**src/rtl/bus_master_ctrl_if.sv**
```systemverilog
// Command, bus and response signals of one bus master transaction engine.
// master: the engine's view; slave: the command source, arbiter and bus target together.
interface bus_master_ctrl_if #(
    parameter int unsigned ADDR_W = 8,
    parameter int unsigned DATA_W = 32
);
    logic              cmd_valid;
    logic              cmd_ready;
    logic              cmd_wr;
    logic [ADDR_W-1:0] cmd_addr;
    logic [DATA_W-1:0] cmd_wdata;
    logic              m_req;
    logic              m_grant;
    logic [ADDR_W-1:0] m_addr;
    logic              m_wr;
    logic [DATA_W-1:0] m_dout;
    logic [DATA_W-1:0] m_din;
    logic              rsp_valid;
    logic              rsp_ready;
    logic [DATA_W-1:0] rsp_rdata;
    logic              rsp_err;

    modport master (
        input  cmd_valid, cmd_wr, cmd_addr, cmd_wdata, m_grant, m_din, rsp_ready,
        output cmd_ready, m_req, m_addr, m_wr, m_dout, rsp_valid, rsp_rdata, rsp_err
    );

    modport slave (
        output cmd_valid, cmd_wr, cmd_addr, cmd_wdata, m_grant, m_din, rsp_ready,
        input  cmd_ready, m_req, m_addr, m_wr, m_dout, rsp_valid, rsp_rdata, rsp_err
    );
endinterface

```
**src/rtl/bus_master_ctrl.sv**
```systemverilog
// Single-beat bus master: accepts one command, requests the bus, runs the transfer while
// granted and returns a response. Optional grant timeout enabled by BUS_MASTER_TIMEOUT_EN.
module bus_master_ctrl #(
    parameter int unsigned ADDR_W  = 8,
    parameter int unsigned DATA_W  = 32,
    parameter int unsigned TIMEOUT = 16
) (
    input logic                clk,
    input logic                reset,
    bus_master_ctrl_if.master  bus
);
    if (TIMEOUT < 2) begin : g_bad_timeout
        $error("TIMEOUT must be at least 2");
    end

    typedef enum logic [2:0] {StIdle, StReq, StAddr, StRdata, StResp} state_e;

    state_e              state_q, state_d;
    logic                wr_q;
    logic [ADDR_W-1:0]   addr_q;
    logic [DATA_W-1:0]   wdata_q;
    logic [DATA_W-1:0]   rdata_q;
    logic                accept;
    logic                timeout;

    assign accept = (state_q == StIdle) && bus.cmd_valid;

`ifdef BUS_MASTER_TIMEOUT_EN
    localparam int unsigned CntW = $clog2(TIMEOUT + 1);

    logic [CntW-1:0] cnt_q;
    logic            err_q;

    assign timeout = (state_q == StReq) && !bus.m_grant && (cnt_q == CntW'(TIMEOUT - 1));

    always_ff @(posedge clk) begin
        if (reset) begin
            cnt_q <= '0;
            err_q <= 1'b0;
        end else begin
            if (state_q == StReq && !bus.m_grant) cnt_q <= cnt_q + 1'b1;
            else                                  cnt_q <= '0;
            if (accept)       err_q <= 1'b0;
            else if (timeout) err_q <= 1'b1;
        end
    end

    assign bus.rsp_err = err_q;
`else
    assign timeout     = 1'b0;
    assign bus.rsp_err = 1'b0;
`endif

    always_ff @(posedge clk) begin
        if (reset) begin
            state_q <= StIdle;
            wr_q    <= 1'b0;
            addr_q  <= '0;
            wdata_q <= '0;
            rdata_q <= '0;
        end else begin
            state_q <= state_d;
            if (accept) begin
                wr_q    <= bus.cmd_wr;
                addr_q  <= bus.cmd_addr;
                wdata_q <= bus.cmd_wdata;
            end
            if (accept && bus.cmd_wr)   rdata_q <= '0;
            else if (state_q == StRdata) rdata_q <= bus.m_din;
            else if (timeout)           rdata_q <= '0;
        end
    end

    always_comb begin
        state_d = state_q;
        unique case (state_q)
            StIdle:  if (bus.cmd_valid) state_d = StReq;
            StReq: begin
                if (bus.m_grant)  state_d = StAddr;
                else if (timeout) state_d = StResp;
            end
            // Losing the grant mid-address means the beat never reached the bus; retry it.
            StAddr: begin
                if (!bus.m_grant) state_d = StReq;
                else if (wr_q)    state_d = StResp;
                else              state_d = StRdata;
            end
            StRdata: state_d = StResp;
            StResp:  if (bus.rsp_ready) state_d = StIdle;
            default: state_d = StIdle;
        endcase
    end

    always_comb begin
        bus.cmd_ready = 1'b0;
        bus.m_req     = 1'b0;
        bus.m_wr      = 1'b0;
        bus.m_addr    = '0;
        bus.m_dout    = '0;
        bus.rsp_valid = 1'b0;
        unique case (state_q)
            StIdle:  bus.cmd_ready = 1'b1;
            StReq:   bus.m_req     = 1'b1;
            StAddr: begin
                bus.m_req  = 1'b1;
                bus.m_addr = addr_q;
                bus.m_dout = wdata_q;
                bus.m_wr   = wr_q & bus.m_grant;
            end
            StRdata: bus.m_req     = 1'b1;
            StResp:  bus.rsp_valid = 1'b1;
            default: ;
        endcase
    end

    assign bus.rsp_rdata = rdata_q;
endmodule
```
**src/flat_wrapper.sv**
```systemverilog
// flat-port wrapper written by rule: the top's interface ports become plain ports
module bus_master_ctrl_flat 
#(
    parameter int unsigned ADDR_W  = 8,
    parameter int unsigned DATA_W  = 32,
    parameter int unsigned TIMEOUT = 16
)
  (clk, reset, bus_cmd_valid, bus_cmd_wr, bus_cmd_addr, bus_cmd_wdata, bus_m_grant, bus_m_din, bus_rsp_ready, bus_cmd_ready, bus_m_req, bus_m_addr, bus_m_wr, bus_m_dout, bus_rsp_valid, bus_rsp_rdata, bus_rsp_err);
  bus_master_ctrl_if #(.ADDR_W(ADDR_W), .DATA_W(DATA_W)) bus_i ();
  input logic clk;
  input logic reset;
  input wire logic [$bits(bus_i.cmd_valid)-1:0] bus_cmd_valid;
  input wire logic [$bits(bus_i.cmd_wr)-1:0] bus_cmd_wr;
  input wire logic [$bits(bus_i.cmd_addr)-1:0] bus_cmd_addr;
  input wire logic [$bits(bus_i.cmd_wdata)-1:0] bus_cmd_wdata;
  input wire logic [$bits(bus_i.m_grant)-1:0] bus_m_grant;
  input wire logic [$bits(bus_i.m_din)-1:0] bus_m_din;
  input wire logic [$bits(bus_i.rsp_ready)-1:0] bus_rsp_ready;
  output wire logic [$bits(bus_i.cmd_ready)-1:0] bus_cmd_ready;
  output wire logic [$bits(bus_i.m_req)-1:0] bus_m_req;
  output wire logic [$bits(bus_i.m_addr)-1:0] bus_m_addr;
  output wire logic [$bits(bus_i.m_wr)-1:0] bus_m_wr;
  output wire logic [$bits(bus_i.m_dout)-1:0] bus_m_dout;
  output wire logic [$bits(bus_i.rsp_valid)-1:0] bus_rsp_valid;
  output wire logic [$bits(bus_i.rsp_rdata)-1:0] bus_rsp_rdata;
  output wire logic [$bits(bus_i.rsp_err)-1:0] bus_rsp_err;
  assign bus_i.cmd_valid = bus_cmd_valid;
  assign bus_i.cmd_wr = bus_cmd_wr;
  assign bus_i.cmd_addr = bus_cmd_addr;
  assign bus_i.cmd_wdata = bus_cmd_wdata;
  assign bus_i.m_grant = bus_m_grant;
  assign bus_i.m_din = bus_m_din;
  assign bus_i.rsp_ready = bus_rsp_ready;
  assign bus_cmd_ready = bus_i.cmd_ready;
  assign bus_m_req = bus_i.m_req;
  assign bus_m_addr = bus_i.m_addr;
  assign bus_m_wr = bus_i.m_wr;
  assign bus_m_dout = bus_i.m_dout;
  assign bus_rsp_valid = bus_i.rsp_valid;
  assign bus_rsp_rdata = bus_i.rsp_rdata;
  assign bus_rsp_err = bus_i.rsp_err;
  bus_master_ctrl #(.ADDR_W(ADDR_W), .DATA_W(DATA_W), .TIMEOUT(TIMEOUT)) u_core (.clk(clk), .reset(reset), .bus(bus_i));
endmodule
```
**config.mk**
```make
export PLATFORM = sky130hd
export DESIGN_NAME = bus_master_ctrl_flat
export DESIGN_NICKNAME = d
export VERILOG_FILES = /design/src/rtl/bus_master_ctrl_if.sv /design/src/rtl/bus_master_ctrl.sv /design/src/flat_wrapper.sv
export SDC_FILE = /design/constraint.sdc
export NUM_CORES = 1
export LEC_CHECK = 0
export BUFFER_PORTS_ARGS = -buffer_cell sky130_fd_sc_hd__buf_4
export CORE_ASPECT_RATIO = 0.8
export CORE_MARGIN = 3
export CORE_UTILIZATION = 40
export CTS_CLUSTER_SIZE = 20
export DETAILED_ROUTE_END_ITERATION = 7
export PLACE_DENSITY = 0.74
export SETUP_SLACK_MARGIN = 0.1
export SLEW_MARGIN = 20
export SYNTH_ARGS = -nofsm -noshare
export SYNTH_HDL_FRONTEND = slang
export SYNTH_SLANG_ARGS = --single-unit
```
**constraint.sdc**
```tcl
create_clock -name clk -period 4.5 [get_ports clk]
set_clock_uncertainty 0.2 [all_clocks]
set_input_delay 0.45 -clock clk [delete_from_list [all_inputs] [get_ports clk]]
set_output_delay 0.45 -clock clk [all_outputs]
set_load 0.05 [all_outputs]
```
==> Word level (Yosys, flattened, before mapping) <==
Cells that the tools add are included.
{ "classes": {"n_bitwise": 1, "muxes": 12, "eq_ne": 7, "reduce_logical": 6} }
{ "ops": {"columns": ["cell", "n"], "rows": [
  ["two-way mux 32 bit", 1],
  ["two-way mux 3 bit", 5],
  ["one-hot mux 3 bit (5 select lines)", 1],
  ["two-way mux 8 bit", 1],
  ["== test 3 x 2 -> 1 bit (second input constant)", 2],
  ["!= test 2 bit (second input constant)", 3],
  ["two-way mux 1 bit", 4],
  ["== test 3 x 1 -> 1 bit (second input constant)", 1],
  ["== test 3 bit (second input constant)", 1],
  ["logical NOT 3 bit", 1],
  ["AND reduction 3 bit", 1],
  ["OR reduction 3 bit", 1],
  ["logical AND 1 bit", 2],
  ["OR reduction 2 bit", 1],
  ["bitwise AND 1 bit", 1]
]} }
{ "totals": {"output_inout_bits": 77, "ff_bits": 76, "inputBits": 78, "word_cells": 31} }

==> Depth between registers and ports, before layout <==
Gate-level depths: netlist of run 1.
{ "logic_depth": {"depth_word": 4, "mapped_depth": 6} }

==> Worst setup path after synthesis of run 1 <==
OpenSTA, ideal clock, no wires.
{ "synth_path": {"kind": "register to output", "startpoint": "reg u_core.state_q[2]", "endpoint": "out bus_cmd_ready", "stages_incl_launch_ff": 3, "n_path_buf": 1, "path_slack_ns": 2.271, "required_ns": 3.850, "t_arrival_ns": 1.579, "path_cell_list": "dfxtp_1 -> buf_2 -> nor3_1"} }
{ "synth_between": {"elab_chain_cells": 2} }
{ "synth_rtl": {"columns": ["element", "line_no", "source"], "rows": [
  ["start: declaration", "bus_master_ctrl.sv:18", "state_e state_q, state_d;"],
  ["start signal: assignment", "bus_master_ctrl.sv:56", "state_q <= StIdle;"],
  ["start signal: assignment", "bus_master_ctrl.sv:62", "state_q <= state_d;"],
  ["logical NOT 3 bit", "bus_master_ctrl.sv:101", "unique case (state_q)"],
  ["two-way mux 1 bit", "bus_master_ctrl.sv:101", null],
  ["end: declaration", "flat_wrapper.sv:19", "output wire logic [$bits(bus_i.cmd_ready)-1:0] bus_cmd_ready;"]
]} }
Every way passes these cells.

==> Final worst setup path of run 1 <==
{ "layout_path": {"startpoint": "reg u_core.state_q[1]", "endpoint": "out bus_m_wr"} }
{ "layout_between": {"elab_chain_cells": 2} }
{ "layout_rtl": {"columns": ["element", "line_no", "source"], "rows": [
  ["== test 3 x 2 -> 1 bit", "bus_master_ctrl.sv:101", null],
  ["two-way mux 1 bit", "bus_master_ctrl.sv:101", null],
  ["end: declaration", "flat_wrapper.sv:22", "output wire logic [$bits(bus_i.m_wr)-1:0] bus_m_wr;"]
]} }
Every way passes these cells.

==> results.md, run 1 <==
* R2R Setup Slk at 2320 ps
* Worst VDD drop at 161 uV
* Syn. warnings at 0
* Post-synth top area share at 0.489
* Status: complete, no violations
* Cts repair resizes at 0
* Crit path from: u_core.state_q[1]
* Final instance area at 4420 sq um
* TNS Setup at 0 ps
* Fin. max-slew vios at 0
* Via/cell ratio at about 4.6
* Post-CTS setup buffer count at 0
* Placer congestion estimate at 0.725
* Placed Area at 4200 sq um
* CTS Root Cell: clkbuf_8
* Final period util at 0.639
* Antenna Cells at 0
* Drt pass-1 iters at 4
* CP max FO at 28
* Final HPWL DP at between 5 and 6 mm
* Met1 Resource Use GR at 0.208
* Starting density of the core at 0.417
* First-pass GRT wire length at 12.6 mm
* IO Port Bufs at approximately 150
* Clk Latency, worst-skew pair at 330 ps
* Global Route Usage Sum at 0.170
* Clk sinks at 76
* GR Overflow Total at 0
* Post-route ant nets at 0
* Crit path kind: register to output pin
* WL per Instance at 12.4 um
* CP max stage cell: dfxtp_1
* Number of fill cells at 704
* Setup violators final at 0
* Hold-fix buffers at CTS at 0
* Core Box Area at about 7500 sq um
* Routed Wire Length at around 8 mm
* Avg Cell Area, Syn at 7.96 sq um
* H-tree Lvls at 3
* Cells after synthesis at 391
* Largest cells by area after synthesis: dfxtp_1, nand2_1, a21oi_1
* Area delta synth->final at 42.1%
* Post-synthesis sequential area ratio at 0.489
* Pwr Density at 335 nW/um^2
* Tmin final at 2880 ps
* Most Crowded Layer GR: met2
* Required time worst endpoint at 3850 ps
* Crit path cell chain: inv_1 -> nor3_2 -> buf_4 -> and3_1 -> buf_4
* Leading cell type in the layout, fill and taps excluded: buf_4
* Num CTS Buffers at 9
* Chip width at 105 um
* M3 GR Usage at 0.0624
* Max Fclk at between 300 and 400 MHz
* Die footprint at 8880 sq um
* DRT iter0 DRCs at approximately 90
* Vias in the first global route at about 2,800
* DRC errors left at 0
* Most frequent cells in the layout: buf_4, nand2_1, dfxtp_1, a21oi_1, and2_1
* Count of non-filler cells in the finished layout at approximately 640
* Largest net degree at the start of global routing at 46
* MaxCap Viol Count at 0
* Slew @ Worst Pin at 841 ps
* Final layout net count at a little over 600
* CTS Buffer Depth at 2
* Cells after DPL at approximately 620
* Leakage power at 0.00193 uW
* I/O pin cnt at 155
* Worst setup EP type: output pin
* Critical Path Sink: bus_m_wr
* WHS at 129 ps
* Std-Cell Rows at 28
* Hold Crit Class: input pin to register
* Most frequent CP cell: buf_4
* R2R cell count at 4
* R2R Path End: u_core.wdata_q[13]
* Cell area after synthesis at 3110 sq um
* Post-Syn Nets at about 470
* CTS tree: built
* Largest stage delay, worst path at 540 ps
* RSZ-0062 raised after global routing: no
* GR Util met2 at 0.284
* Setup crit start kind: register
* Initial antenna violation count at 0
* Area leader, netlist: dfxtp_1
* Die Y at 84.9 um
* Vias post-DR at 2,935
* Final Hold Viols at 0
* Final core utilization at 0.593
* Fraction of layout cells with a size suffix above 1 at 0.341
* Slew Limit Headroom at 0.437
* RR Startpoint: u_core.state_q[2]
* CP Data Arrival Time at roughly 2200 ps
* Synthesis-stage register bit count at 76
* Cell variety after synth at 27
* Reg clk slew, reported paths at approximately 70 ps
critical path: cells and delay by family, from the launching register on:
kind,cells,cell delay (ps)
simple gates,2,690
flops,1,540
buf+inv,3,660
worst min path at each step:
stage	start	end	slack, ps	cells past startpoint
finish	bus_m_grant	u_core.state_q[0]	130	2
global placement	u_core.wdata_q[31]	u_core.wdata_q[31]	240	2
global route	bus_m_grant	u_core.state_q[0]	120	2
CTS	bus_m_grant	u_core.state_q[0]	100	2
floorplan	u_core.addr_q[0]	u_core.addr_q[0]	230	2
detailed placement	u_core.wdata_q[10]	u_core.wdata_q[10]	240	2
through the flow:
stage / total power [uW] / setup WS, ps
2_1_floorplan: 863 / 2270
3_3_place_gp: 926 / 1970
3_5_place_dp: 930 / 1940
4_1_cts: 1510 / 1560
5_1_grt: 1550 / 1340
6_report: 1480 / 1620
Yosys cell counts, drive strengths merged:
master	n
and3	1
nor2	2
a21oi	77
inv	1
or4b	1
and2	41
nor3	2
and3b	1
nor4b	2
dfxtp	76
conb	1
or3	1
nand2	146
clkbuf	10
nand3b	2
a211oi	1
buf	22
a21o	2
o31ai	1
nor3b	1
sequential cells by signal, indices dropped and copies added (netlist names):
name                  flops
u_core.addr_q             8
u_core.bus.rsp_rdata     32
u_core.state_q            3
u_core.wr_q               1
u_core.wdata_q           32
power breakdown:
part	total (uW)	internal [uW]	switching, uW
clock network	569	339	230
registers	720	702	18.0
logic	192	83.4	109
area by class of cell:
type | count | area [sq um] | share of cell area
flip-flops and latches | 76 | 1520 | 0.344
multi-input cells | 282 | 1360 | 0.307
repair buffers | 157 | 1190 | 0.268
clock buffers | 11 | 151 | 0.0342
well taps | 105 | 131 | 0.0297
clock inverters | 4 | 72.6 | 0.0164
inverters | 1 | 3.75 | 0.000848
routing by layer:
| layer | part of all wire | wire (um) | vias up |
|---|---|---|---|
| met2 | 0.47 | 3680 | 105 |
| met5 | 0 | 0 | - |
| met4 | 0.013 | 103 | 0 |
| met1 | 0.44 | 3490 | 1308 |
| li1 | - | - | 1514 |
| met3 | 0.080 | 631 | 8 |
cells by family (layout without fill, tap and decap cells):
family,after synthesis,after routing,synth area share
buf+inv,33,173,0.0768
flops,76,76,0.489
simple gates,200,200,0.292
compound gates,81,81,0.141
other cells,1,1,0.00120
No activity file was read; power rests on OpenSTA's default activity.
==> run 2: changes to the inputs <==
ABC_AREA = 1   (was not set)
PLACE_DENSITY = 0.76   (was 0.74)
clock period = 2.4 ns   (was 4.5 ns; I/O delays follow)
==> run 2 against run 1 <==
Against the previous run: register-to-register slack lost 1700 ps; sequential share of layout area decreased by 4.0 points; sequential power is 100% higher; non-clock buffer count grew 39; first-iteration DRC count is 96% higher; synthesized area up 4.8%; critical endpoint is now bus_m_addr[7].
==> results.md, run 2 <==
* Crit path cell chain: inv_2 -> nand2_2 -> nor2_2 -> inv_2 -> buf_8 -> nor2_1 -> buf_4
* Vias in the first global route at 3,305 (+20%)
* Cell variety after synth at 22 (-19%)
* Leading cell type in the layout, fill and taps excluded: buf_4
* Area leader, netlist: dfxtp_1
* Die Y at 86.8 um (+2.2%)
* Setup violators final at 0 (unchanged)
* Final period util at 0.889
* MaxCap Viol Count at 0 (unchanged)
* Crit path kind: register to output pin
* Clk sinks at 76 (unchanged)
* Largest net degree at the start of global routing at 65 (+41%)
* Crit-path leading delay family: buffers and inverters
* Top_reg_cell synth: dfxtp_1
* WL per Instance at 12.3 um (-1.3%)
* Clock Power Share at 0.272 (-0.112)
* CP max FO at 34 (+21%)
* Required time worst endpoint at 1960 ps (-1890 ps)
* Placer congestion estimate at 0.852 (+17%)
* Combinational share of power at 0.307 (+0.177)
* Setup crit start kind: register
* IO Port Bufs at 153 (unchanged)
* Post-CTS setup buffer count at 0 (unchanged)
* Synthesis-stage register bit count at 76 (unchanged)
* Critical path buffers and inverters at 4 (+1)
* I/O pin cnt at 155 (unchanged)
* Leakage power at 0.00241 uW (+25%)
* Antenna Cells at 0 (unchanged)
* Reg area at 1520 sq um (about the same)
* WP depth at 7 (+2)
* GR Overflow Total at 0 (unchanged)
* Top cells by count, synth: nor2_1, inv_1, dfxtp_1
* Std-Cell Rows at 28 (unchanged)
* Initial antenna violation count at 0 (unchanged)
* Sw Ratio at 0.350 (+0.109)
* CP max stage cell: dfxtp_1
* WHS at 13.9 ps (-115 ps)
* Pwr Density at 690 nW/um^2 (+110%)
* Most frequent cell after synthesis: nor2_1
* Slew Limit Headroom at 0.572 (+0.135)
* Sequential Power Share at 0.421 (-0.065)
* CTS tree: built
* Post-synth top area share at 0.466 (-0.0225)
* Count of non-filler cells in the finished layout at 758 (+19%)
* Hold Crit Class: input pin to register
* Worst setup EP type: output pin
* H-tree Lvls at 3 (unchanged)
* Post-route ant nets at 0 (unchanged)
* TNS Setup at 0 ps (unchanged)
* Avg Cell Area, Syn at 6.93 sq um (-13%)
* Largest cells by area after synthesis: dfxtp_1, nor2_1, inv_1
* Syn. warnings at 0 (unchanged)
* Most frequent cells in the layout: buf_4, nor2_1, inv_1, dfxtp_1, nand2_1
* Max Fclk at 469 MHz
* Area delta synth->final at 53.4%
* Starting density of the core at 0.425 (+0.00814)
* Final core utilization at 0.652 (+0.0594)
* Status: complete, no violations
* Routed Wire Length at 9.29 mm (+18%)
* Num CTS Buffers at 9 (unchanged)
* DRT iter0 DRCs at 180 (+96%)
* Final HPWL DP at 6.32 mm (+10%)
* CP Data Arrival Time at 1690 ps (-540 ps)
* Switch Pwr at 1210 uW (+240%)
* Global Route Usage Sum at 0.203 (+0.0327)
* Reg clk slew, reported paths at 80 ps (about the same)
* Via/cell ratio at 4.57 (-1.1%)
* Worst Hold Path EP: u_core.wdata_q[15]
* Cells after synthesis at 471 (+20%)
* RR Startpoint: u_core.state_q[0]
* R2R Setup Slk at 660 ps (-1660 ps)
* Chip width at 107 um (+2.2%)
* Die footprint at 9280 sq um (+4.5%)
* Largest stage delay, worst path at 360 ps (-180 ps)
* Fraction of layout cells with a size suffix above 1 at 0.286 (-0.0545)
* Tmin final at 2130 ps
* Internal power at 2250 uW (+100%)
* CTS Buffer Depth at 2 (unchanged)
* Drt pass-1 iters at 4 (unchanged)
* First-pass GRT wire length at 15.2 mm (+21%)
* Slew @ Worst Pin at 640 ps (-200 ps)
* RSZ-0062 raised after global routing: no
* Final layout net count at 726 (+20%)
* Most frequent CP cell: inv_2
* Worst VDD drop at 444 uV (+180%)
* DRC errors left at 0 (unchanged)
* R2R cell count at 5 (+1)
* R2R Path End: u_core.wdata_q[18]
* Post-Syn Nets at 549 (+17%)
* CTS Root Cell: clkbuf_8
* EDFF count, synth at 0 (unchanged)
* Fin. max-slew vios at 0 (unchanged)
* Ys async rst share at 0 (unchanged)
* Cells after DPL at 705 (+14%)
* Post-synthesis sequential area ratio at 0.466 (-0.0225)
* Number of fill cells at 658 (-6.5%)
* Hold Path Depth at 3 (+1)
* Multi-input logic area at 1260 sq um (-7.3%)
* Cell area after synthesis at 3260 sq um (+4.8%)
* Final Hold Viols at 0 (unchanged)
* Vias post-DR at 3,461 (+18%)
* Core Box Area at 7670 sq um (+2.8%)
* Clk Latency, worst-skew pair at 330 ps (about the same)
* Power Total at 3450 uW (+130%)
* Hold path start: bus_cmd_wdata[15]
[run 2: cell type report]
| class | count | area share |
|---|---|---|
| Clock buffer | 10 | 0.0255 |
| Clock inverter | 6 | 0.0130 |
| Inverter | 82 | 0.0615 |
| Multi-Input combinational cell | 283 | 0.252 |
| Sequential cell | 76 | 0.304 |
| Tap cell | 105 | 0.0263 |
| Timing Repair Buffer | 196 | 0.318 |
[run 2: worst max path at each step]
| stage | from | endpoint | slack [ps] |
|---|---|---|---|
| final | u_core.state_q[2] | bus_m_addr[7] | 270 |
| after global routing | u_core.state_q[2] | bus_m_addr[7] | 140 |
| after CTS | u_core.state_q[2] | bus_m_dout[2] | 150 |
| after detailed placement | u_core.state_q[2] | bus_m_dout[2] | 470 |
| after global placement | u_core.state_q[1] | bus_m_addr[4] | 550 |
| after floorplan | u_core.state_q[0] | bus_rsp_valid | 190 |
[run 2: logic make-up after synthesis]
| logic type | Yosys count | share of synthesized area |
|---|---|---|
| compound gates | 83 | 0.130 |
| flops | 76 | 0.466 |
| simple gates | 199 | 0.253 |
| buf+inv | 112 | 0.150 |
| other cells | 1 | 0.00115 |
[run 2: power by group through the flow]
stage / Sequential, uW / Clock [uW] / Combinational, uW
2_1_floorplan: 1540 / 0 / 644
3_5_place_dp: 1480 / 0 / 997
6_report: 1450 / 939 / 1060
4_1_cts: 1450 / 980 / 1050
3_3_place_gp: 1480 / 0 / 977
5_1_grt: 1470 / 1030 / 1170
[run 2: per-layer routing]
layer,vias to the layer above,GRT usage,wire length [um]
met5,-,0,0
met4,0,0.0813,171
met3,17,0.0484,436
met2,86,0.369,4860
met1,1564,0.230,3830
li1,1794,-,-
[run 2: timing repair]
item,4_1_cts,5_1_grt
endpoints found under the hold margin,37,0
endpoints found under the setup margin,34,34
gates resized for setup,1,7
hold buffers,37,0
[run 2: through the flow]
step	worst slack (ps)	area (sq um)
6_report	266	5000
5_1_grt	135	5000
4_1_cts	148	4990
3_5_place_dp	465	4420
3_3_place_gp	546	4420
2_1_floorplan	188	3260
[run 2: worst reg2reg max path, cell delays in order (launching register included)]
cell and delay (ps):
dfxtp_1 370, nor2_4 150, nand3_2 300, buf_12 310
o21ai_0 220, a21oi_1 60
==> run 3: changes to the inputs <==
CAP_MARGIN = 20   (was not set)
PLACE_DENSITY = 0.74   (was 0.76)
clock period = 2.1 ns   (was 2.4 ns; I/O delays follow)
==> run 3 against run 2 <==
Against the previous run: global-route usage up 1.1 points; power rose by 20%; critical endpoint is now bus_m_dout[12]; setup slack got worse by 200 ps.
==> results.md, run 3 (synthesized netlist as in run 2, its figures left out) <==
* Hold Crit Class: input pin to register
* Most frequent cells in the layout: buf_4, inv_1, dfxtp_1, nand2_1, dlygate4sd3_1
* Clock Power Share at 0.266 (-0.006)
* Switch Pwr at 1450 uW (+20%)
* Max Fclk at 491 MHz
* I/O pin cnt at 155 (unchanged)
* Clk Latency, worst-skew pair at 340 ps (about the same)
* MaxCap Viol Count at 0 (unchanged)
* M3 GR Usage at 0.0454 (-0.00298)
* Crit path from: u_core.state_q[2]
* H-tree Lvls at 3 (unchanged)
* Sequential Power Share at 0.401 (-0.020)
* Worst setup EP type: output pin
* Largest net degree at the start of global routing at 82 (+26%)
* Combinational share of power at 0.332 (+0.025)
* IO Port Bufs at 153 (unchanged)
* First-pass GRT wire length at 16.0 mm (+5.4%)
* Status: complete, no violations
* Pwr Density at 746 nW/um^2 (+8.2%)
* Fin. max-slew vios at 0 (unchanged)
* Routed Wire Length at 10.7 mm (+15%)
* Final HPWL DP at 6.10 mm (-3.5%)
* Clk sinks at 76 (unchanged)
* Reg clk slew, reported paths at 80 ps (about the same)
* CP max FO at 21 (-38%)
* CTS tree: built
* CTS Buffer Depth at 2 (unchanged)
* Setup violators final at 0 (unchanged)
* Final layout net count at 762 (+5.0%)
* R2R Setup Slk at 240 ps (-420 ps)
* Final period util at 0.970
* Chip width at 107 um (unchanged)
* Setup crit start kind: register
* Leading cell type in the layout, fill and taps excluded: buf_4
* DRT iter0 DRCs at 181 (+0.56%)
* TNS Setup at 0 ps (unchanged)
* Leakage power at 0.00259 uW (+7.3%)
* Global Route Usage Sum at 0.214 (+0.0115)
* Starting density of the core at 0.425 (unchanged)
* DRC errors left at 0 (unchanged)
* GR Overflow Total at 0 (unchanged)
* WL per Instance at 13.4 um (+9.6%)
* Drt pass-1 iters at 5 (+1)
* Sw Ratio at 0.351 (+0.00106)
* Crit path kind: register to output pin
* R2R cell count at 7 (+2)
* Fraction of layout cells with a size suffix above 1 at 0.309 (+0.0228)
* Most frequent CP cell: inv_2
* Std-Cell Rows at 28 (unchanged)
* Initial antenna violation count at 0 (unchanged)
* Largest stage delay, worst path at 350 ps (about the same)
* CP max stage cell: dfxtp_2
* Most Crowded Layer GR: met2
* Via/cell ratio at 4.67 (+2.3%)
* Tmin final at approximately 2000 ps
* RR Startpoint: u_core.state_q[0]
* Required time worst endpoint at 1690 ps (-270 ps)
* GR Util met2 at 0.401 (+0.0326)
* Vias post-DR at 3,712 (+7.3%)
* Post-route ant nets at 0 (unchanged)
* Core Box Area at 7670 sq um (unchanged)
* Placed Area at 4430 sq um (+0.28%)
* Die footprint at 9280 sq um (unchanged)
* Met1 Resource Use GR at 0.232 (+0.00103)
* CTS Root Cell: clkbuf_8
* Die Y at 86.8 um (unchanged)
* Num CTS Buffers at 9 (unchanged)
* Hold Path Depth at 3 (unchanged)
* Crit path cell chain: inv_2 -> nand2_2 -> nor2_4 -> inv_2 -> buf_12 -> nor2_1 -> buf_4
* Number of fill cells at 552 (-16%)
* Vias in the first global route at 3,595 (+8.8%)
* Placer congestion estimate at 0.793 (-6.9%)
* Final core utilization at 0.723 (+0.0708)
* CP Data Arrival Time at 1630 ps (-60 ps)
* Final instance area at 5550 sq um (+11%)
* Worst VDD drop at 577 uV (+30%)
* Critical Path Sink: bus_m_dout[12]
* Final Hold Viols at 0 (unchanged)
* WHS at 16.9 ps (+2.99 ps)
* R2R Path End: u_core.wr_q
* RSZ-0062 raised after global routing: no
* Area delta synth->final at 70.0%
* Internal power at 2690 uW (+20%)
run 3: cell count changes in the layout (fill, tap and decap cells not counted), moves of 2 or more:
cell / previous run / this run
buf_4: 155 / 135
buf_6: 2 / 25
clkinv_2: 2 / 0
clkinvlp_4: 1 / 3
dlygate4sd3_1: 37 / 69
nor2_1: 80 / 60
nor2_2: 2 / 19
nor2_4: 1 / 4
run 3: power groups by stage:
stage	clock network [uW]	registers (uW)	logic, uW
final	1100	1660	1380
after detailed placement	0	1690	1140
after floorplan	0	1760	737
after global placement	0	1680	1120
after CTS	1150	1660	1300
after global routing	1200	1680	1490
run 3: worst min-delay path by stage:
stage | end | from | slack (ps)
after global placement | u_core.wr_q | reset | 180
final | u_core.wdata_q[3] | bus_cmd_wdata[3] | 20
after CTS | u_core.bus.rsp_rdata[16] | bus_m_din[16] | 1
after detailed placement | u_core.wr_q | reset | 180
after floorplan | u_core.wr_q | reset | 80
after global routing | u_core.bus.rsp_rdata[16] | bus_m_din[16] | 20
run 3: repair_timing:
| action | CTS | global route |
|---|---|---|
| pin swaps | 0 | 0 |
| endpoints found under the setup margin | 41 | 41 |
| cloned | 0 | 2 |
| buffers inserted | 1 | 0 |
| endpoints found under the hold margin | 68 | 0 |
| gates resized for setup | 36 | 19 |
| hold buffers | 69 | 0 |
run 3: worst max-delay path, delay by kind of cell, from the launching register on:
family / cells / cell delay (ps)
buffers and inverters: 4 / 550
flip-flops: 1 / 350
AND/OR/NAND/NOR: 3 / 380
run 3: per-layer routing:
| layer | up-vias | part of all wire | wire length, um |
|---|---|---|---|
| met5 | - | 0 | 0 |
| met2 | 130 | 0.52 | 5590 |
| met3 | 32 | 0.048 | 514 |
| met4 | 0 | 0.032 | 340 |
| met1 | 1687 | 0.40 | 4240 |
| li1 | 1863 | - | - |
run 3: area by class of cell:
cell class | instances | area (sq um) | area share
diodes | 1 | 2.50 | 0.000451
clock buffers | 11 | 141 | 0.0255
clock inverters | 5 | 61.3 | 0.0111
inverters | 82 | 308 | 0.0555
multi-input cells | 283 | 1330 | 0.240
flip-flops and latches | 76 | 1520 | 0.275
well taps | 105 | 131 | 0.0237
repair buffers | 232 | 2050 | 0.370
run 3: through the flow:
stage          power, uW  worst slack (ps)  instances
6_report            4140              62.2        795
5_1_grt             4370              8.92        794
4_1_cts             4110               103        792
3_5_place_dp        2830               322        706
3_3_place_gp        2800               349        706
2_1_floorplan       2500               145        471
